### src/rtl/smc777_keyboard.sv
// rtl/smc777_keyboard.sv - ps2_key event decoder feeding a show-ahead SMC-777 key code FIFO
module smc777_keyboard #(
    parameter int FIFO_DEPTH = 8
) (
    input  logic                        clk,
    input  logic                        reset,
    input  logic [10:0]                 ps2_key,
    input  logic                        rd_data,
    input  logic                        rd_status,
    output logic [7:0]                  key_data,
    output logic                        key_avail,
    output logic [$clog2(FIFO_DEPTH):0] key_count,
    output logic                        overflow,
    output logic                        shift_st,
    output logic                        ctrl_st
);
    localparam int AW = $clog2(FIFO_DEPTH);
    localparam int CW = AW + 1;

    logic          init_q, init_d;
    logic          last_tog_q, last_tog_d;
    logic          s1_valid_q, s1_valid_d;
    logic          s1_ext_q, s1_ext_d;
    logic [7:0]    s1_code_q, s1_code_d;
    logic          shift_q, shift_d;
    logic          ctrl_q, ctrl_d;
    logic [7:0]    mem_q [FIFO_DEPTH];
    logic [7:0]    mem_d [FIFO_DEPTH];
    logic [AW-1:0] wr_ptr_q, wr_ptr_d;
    logic [AW-1:0] rd_ptr_q, rd_ptr_d;
    logic [CW-1:0] count_q, count_d;
    logic          ovf_q, ovf_d;

    logic          ev, is_shift_key, is_ctrl_key;
    logic          tr_hit;
    logic [7:0]    tr_code;
    logic [4:0]    lidx;
    logic          empty, full, pop, push_req, push_ok;

    assign ev           = !init_q && (ps2_key[10] != last_tog_q);
    assign is_shift_key = (ps2_key[7:0] == 8'h12) || (ps2_key[7:0] == 8'h59);
    assign is_ctrl_key  = (ps2_key[7:0] == 8'h14);

    // Stage 1: event detection, modifier tracking and latching of the key
    always_comb begin
        init_d     = 1'b0;
        last_tog_d = last_tog_q;
        s1_valid_d = 1'b0;
        s1_ext_d   = s1_ext_q;
        s1_code_d  = s1_code_q;
        shift_d    = shift_q;
        ctrl_d     = ctrl_q;
        if (init_q) begin
            last_tog_d = ps2_key[10];
        end else if (ev) begin
            last_tog_d = ps2_key[10];
            s1_ext_d   = ps2_key[8];
            s1_code_d  = ps2_key[7:0];
            if (is_shift_key) begin
                shift_d = ps2_key[9];
            end else if (is_ctrl_key) begin
                ctrl_d = ps2_key[9];
            end else begin
                s1_valid_d = ps2_key[9];
            end
        end
    end

    // Stage 2 translation; lidx 31 marks "not a letter"
    always_comb begin
        tr_hit  = 1'b1;
        tr_code = 8'h00;
        lidx    = 5'd31;
        if (s1_ext_q) begin
            case (s1_code_q)
                8'h75:   tr_code = 8'h1E;
                8'h72:   tr_code = 8'h1F;
                8'h6B:   tr_code = 8'h1D;
                8'h74:   tr_code = 8'h1C;
                8'h5A:   tr_code = 8'h0D;
                default: tr_hit  = 1'b0;
            endcase
        end else begin
            case (s1_code_q)
                8'h1C: lidx = 5'd0;   8'h32: lidx = 5'd1;   8'h21: lidx = 5'd2;
                8'h23: lidx = 5'd3;   8'h24: lidx = 5'd4;   8'h2B: lidx = 5'd5;
                8'h34: lidx = 5'd6;   8'h33: lidx = 5'd7;   8'h43: lidx = 5'd8;
                8'h3B: lidx = 5'd9;   8'h42: lidx = 5'd10;  8'h4B: lidx = 5'd11;
                8'h3A: lidx = 5'd12;  8'h31: lidx = 5'd13;  8'h44: lidx = 5'd14;
                8'h4D: lidx = 5'd15;  8'h15: lidx = 5'd16;  8'h2D: lidx = 5'd17;
                8'h1B: lidx = 5'd18;  8'h2C: lidx = 5'd19;  8'h3C: lidx = 5'd20;
                8'h2A: lidx = 5'd21;  8'h1D: lidx = 5'd22;  8'h22: lidx = 5'd23;
                8'h35: lidx = 5'd24;  8'h1A: lidx = 5'd25;
                8'h45: tr_code = 8'h30;  8'h16: tr_code = 8'h31;  8'h1E: tr_code = 8'h32;
                8'h26: tr_code = 8'h33;  8'h25: tr_code = 8'h34;  8'h2E: tr_code = 8'h35;
                8'h36: tr_code = 8'h36;  8'h3D: tr_code = 8'h37;  8'h3E: tr_code = 8'h38;
                8'h46: tr_code = 8'h39;
                8'h5A: tr_code = 8'h0D;  8'h29: tr_code = 8'h20;  8'h66: tr_code = 8'h08;
                8'h76: tr_code = 8'h1B;  8'h0D: tr_code = 8'h09;
                default: tr_hit = 1'b0;
            endcase
            if (lidx != 5'd31) begin
                if (ctrl_q)       tr_code = 8'h01 + {3'b000, lidx};
                else if (shift_q) tr_code = 8'h41 + {3'b000, lidx};
                else              tr_code = 8'h61 + {3'b000, lidx};
            end
        end
    end

    assign empty    = (count_q == '0);
    assign full     = (count_q == CW'(FIFO_DEPTH));
    assign pop      = rd_data && !empty;
    assign push_req = s1_valid_q && tr_hit;
    // A pop in the same cycle frees the slot the push needs
    assign push_ok  = push_req && (!full || pop);

    always_comb begin
        mem_d    = mem_q;
        wr_ptr_d = wr_ptr_q;
        rd_ptr_d = rd_ptr_q;
        count_d  = count_q;
        ovf_d    = ovf_q;
        if (push_ok) begin
            mem_d[wr_ptr_q] = tr_code;
            wr_ptr_d        = wr_ptr_q + AW'(1);
        end
        if (pop) rd_ptr_d = rd_ptr_q + AW'(1);
        if (push_ok && !pop)      count_d = count_q + CW'(1);
        else if (pop && !push_ok) count_d = count_q - CW'(1);
        if (rd_status) ovf_d = 1'b0;
        if (push_req && !push_ok) ovf_d = 1'b1;
    end

    always_ff @(posedge clk or posedge reset) begin
        if (reset) begin
            init_q     <= 1'b1;
            last_tog_q <= 1'b0;
            s1_valid_q <= 1'b0;
            s1_ext_q   <= 1'b0;
            s1_code_q  <= 8'h00;
            shift_q    <= 1'b0;
            ctrl_q     <= 1'b0;
            for (int i = 0; i < FIFO_DEPTH; i++) mem_q[i] <= 8'h00;
            wr_ptr_q   <= '0;
            rd_ptr_q   <= '0;
            count_q    <= '0;
            ovf_q      <= 1'b0;
        end else begin
            init_q     <= init_d;
            last_tog_q <= last_tog_d;
            s1_valid_q <= s1_valid_d;
            s1_ext_q   <= s1_ext_d;
            s1_code_q  <= s1_code_d;
            shift_q    <= shift_d;
            ctrl_q     <= ctrl_d;
            mem_q      <= mem_d;
            wr_ptr_q   <= wr_ptr_d;
            rd_ptr_q   <= rd_ptr_d;
            count_q    <= count_d;
            ovf_q      <= ovf_d;
        end
    end

    assign key_data  = empty ? 8'h00 : mem_q[rd_ptr_q];
    assign key_avail = !empty;
    assign key_count = count_q;
    assign overflow  = ovf_q;
    assign shift_st  = shift_q;
    assign ctrl_st   = ctrl_q;
endmodule
### config.mk
export PLATFORM = sky130hd
export DESIGN_NAME = smc777_keyboard
export DESIGN_NICKNAME = d
export VERILOG_FILES = /design/src/rtl/smc777_keyboard.sv
export SDC_FILE = /design/constraint.sdc
export NUM_CORES = 1
export LEC_CHECK = 0
export ABC_AREA = 0
export CORE_MARGIN = 2
export CORE_UTILIZATION = 55
export DETAILED_ROUTE_END_ITERATION = 16
export DONT_BUFFER_PORTS = 1
export HOLD_SLACK_MARGIN = 0.15
export PLACE_DENSITY_LB_ADDON = 0.05
export REMOVE_ABC_BUFFERS = 1
export SYNTH_ARGS = -nofsm -noshare
export SYNTH_HDL_FRONTEND = slang
export SYNTH_SLANG_ARGS = --single-unit
### constraint.sdc
create_clock -name clk -period 3.4 [get_ports clk]
set_input_delay 0 -clock clk [delete_from_list [all_inputs] [get_ports clk]]
set_output_delay 0 -clock clk [all_outputs]
set_load 0.02 [all_outputs]
==> impl_metrics.json <==
{
  "clk_path_buf_depth": 2,
  "finalCritPeriodShare_pct": 102,
  "synthToLayoutAreaGrowth_pct": 29.1,
  "crit_required_ps": 3650,
  "cp_max_fo": 8,
  "whs_ps": 191,
  "post-route-min-period_ps": 3460,
  "whs_path_depth": 5,
  "cp.arrival_ps": 3710,
  "synth_flop_cell": "dfrtp_1",
  "drv_cap": 0,
  "clk_pin_slew_ps": 90,
  "cts_tree": "built",
  "grtUsageMet2_pct": 45.7,
  "worst-path-buf-inv": 3,
  "clkLatencyLatePin_ps": 370,
  "r2r_slack_ps": -60,
  "setup_slack_ps": -55.7,
  "relSlewSlack_pct": 44.8,
  "crit_type": "register to register",
  "endpoint_kind": "register",
  "port-buffer-count": 0,
  "nNetsFinal": 616,
  "grt_pass1_vias": 4666,
  "drive_gt1_share_pct": 44.5,
  "num_vias": 4577,
  "gp_congestion": 0.943,
  "worstRegToRegCells": 14,
  "cts.sinks": 89,
  "final_area_mm2": 0.00714,
  "slew_viol_final": 0,
  "pre_cts_ws_ps": -394,
  "worst_hold_startpoint": "ps2_key[0]",
  "slowest_delay_ps": 440,
  "viasPerCell": 6.26,
  "antenna_found_initial": 0,
  "yosysWarnings": 0,
  "rows": 36,
  "yosysUniqueCellTypes": 76,
  "fillers": 691,
  "initial_core_util_pct": 56.6,
  "routed_wl_um": 15000,
  "reg2reg_from": "s1_code_q[1]",
  "yosys.area.top_type": "dfrtp_1",
  "synth_area_leaders": "dfrtp_1 (40%), mux2_2 (10%), mux4_2 (6.5%), a2111oi_4 (4.0%), a2bb2oi_1 (2.9%)",
  "min_to": "shift_st",
  "grt_max_degree": 49,
  "vdd_drop_max_v": 0.000354,
  "hold_viol": 0,
  "fp.dieH_um": 104,
  "final.setup.tns_ps": -892,
  "core_mm2": 0.00977,
  "yosysSeqAreaShare_pct": 40.3,
  "crit_path_start": "s1_code_q[1]",
  "dpl_cell_area_mm2": 0.00630,
  "cp_slowest_cell": "dfrtp_2",
  "synthArstFlopShare_pct": 100,
  "yosysTopAreaCellShare_pct": 39.8,
  "synth_area_mm2": 0.00553,
  "drt_first_pass_iters": 5,
  "cts_buffers": 9,
  "wl_per_cell_um": 20.6,
  "status": "complete, but fails checks",
  "num_antenna_cells": 0,
  "leakage_nw": 3.06,
  "clock_skew_ps": 12.4,
  "crit_family": "compound AO/OA/AOI/OAI gates",
  "grt_pass1_wl_um": 24400,
  "seqCellArea_mm2": 0.00223,
  "syn_area_per_cell_um2": 11.6,
  "globalRouteOverflowTotal": 0,
  "dpl.hpwl_um": 10400,
  "grtUsageMet1_pct": 40.3,
  "synthCells": 478,
  "setup_violations": 28,
  "htreeDepth": 3,
  "p_total_mw": 3.89,
  "multi_input_area_mm2": 0.00333,
  "postRouteAntennaNets": 0,
  "hold_path.class": "input pin to register",
  "fp.dieW_um": 104,
  "drc_errors": 0,
  "use_met3_pct": 5.95,
  "root_buffer": "clkbuf_8",
  "synth_most_common_cell": "dfrtp_1",
  "max_freq_ghz": 0.289,
  "rsz0062_at_grt": "yes",
  "synth-edff-count": 0,
  "synthTopCellsByCount": "dfrtp_1 (88), mux2_2 (49), nand2_1 (30), nor2_1 (22), a2bb2oi_1 (18)",
  "startpoint_type": "register",
  "first_iter_violations": 374,
  "synth-seq-cells": 89,
  "die_area_mm2": 0.0109,
  "grt_use_total_pct": 28.5,
  "violations": "setup timing",
  "max_slew.worst_pin.slew_ps": 824,
  "r2r-end": "mem_q[53]",
  "ios": 31,
  "powerDensity_mw_per_mm2": 546,
  "path_cells": "buf_4, or3b_4, a2111oi_4, a21oi_4, o311ai_4, inv_2, a21o_1, ha_2, and2_4, ha_4, nor2b_4, buf_6, a221o_2, mux2_4",
  "grt.busiest_layer": "met2"
}
layout make-up:
type                       instances  area share [%]
multi-input combinational        346            46.6
sequential                        89            31.3
timing repair buffer             134            16.4
tap                              133            2.33
clock buffer                       9            1.74
clock inverter                     7           0.894
inverter                          13           0.754
logic make-up after synthesis:
logic type	synth area share (%)
compound gates	17.1
xor+xnor	2.06
fa+ha+maj	1.95
buf+inv	3.85
flops	40.3
mux	20.2
other cells	0.0678
simple gates	14.4
placed cells by master, fill, tap and decap left out, types with 10 or more instances in the layout:
| master | synthesis | routed |
|---|---|---|
| nor4_1 | 12 | 11 |
| nor2_1 | 22 | 21 |
| dlygate4sd3_1 | 0 | 17 |
| mux4_2 | 16 | 16 |
| a2bb2oi_1 | 18 | 16 |
| nor2b_1 | 12 | 10 |
| buf_4 | 2 | 102 |
| mux2_2 | 49 | 36 |
| dfrtp_1 | 88 | 83 |
| nand2_1 | 30 | 30 |
| o21ai_0 | 16 | 12 |
| nand3_1 | 11 | 10 |
| mux2_4 | 6 | 21 |
timing repair:
item | CTS | global route
buffers inserted | 21 | 5
pin swaps | 12 | 16
endpoints found under the setup margin | 58 | 68
hold buffers | 17 | 0
resized for setup | 31 | 39
hold endpoints to repair | 108 | 0
worst reg2reg max path, stage by stage, from the launching register on:
cell       delay, ps
dfrtp_2          440
buf_4            150
or3b_4           410
a2111oi_4        420
a21oi_4           70
o311ai_4         110
inv_2            100
a21o_1           190
ha_2             180
and2_4           140
ha_4             160
nor2b_4          130
buf_6            130
a221o_2          430
mux2_4           290
worst max-delay path by stage:
stage	end	slack [ps]	depth (start not counted)
after global placement	mem_q[0]	-240	14
after detailed placement	mem_q[40]	-390	14
final	mem_q[53]	-60	14
after global routing	mem_q[34]	-130	15
after floorplan	key_count[3]	-980	14
after CTS	mem_q[61]	4	17
routing by layer:
layer  vias up  routed length [µm]
li1       2053                   -
met1      2288                6730
met2       200                7040
met3        36                1020
met4         0                 255
met5         -                   0
registers in the layout, indices dropped and copies added (netlist names), 3 cells and up:
signal     count
key_count      4
mem_q         64
rd_ptr_q       3
s1_code_q      8
wr_ptr_q       3
metrics by stage:
step | utilization [%] | cells
finish | 73.0 | 731
global route | 73.0 | 731
CTS | 71.0 | 726
detailed placement | 64.5 | 672
global placement | 64.5 | 672
floorplan | - | 448
power breakdown:
| part | total [mW] | internal, mW | leakage, nW | switching (mW) |
|---|---|---|---|---|
| sequential | 1.48 | 1.18 | 1.19 | 0.299 |
| combinational | 1.71 | 0.869 | 1.78 | 0.844 |
| clock | 0.701 | 0.280 | 0.0934 | 0.422 |
| total | 3.89 | 2.33 | 3.06 | 1.56 |
(Power assumes the default switching activity.)
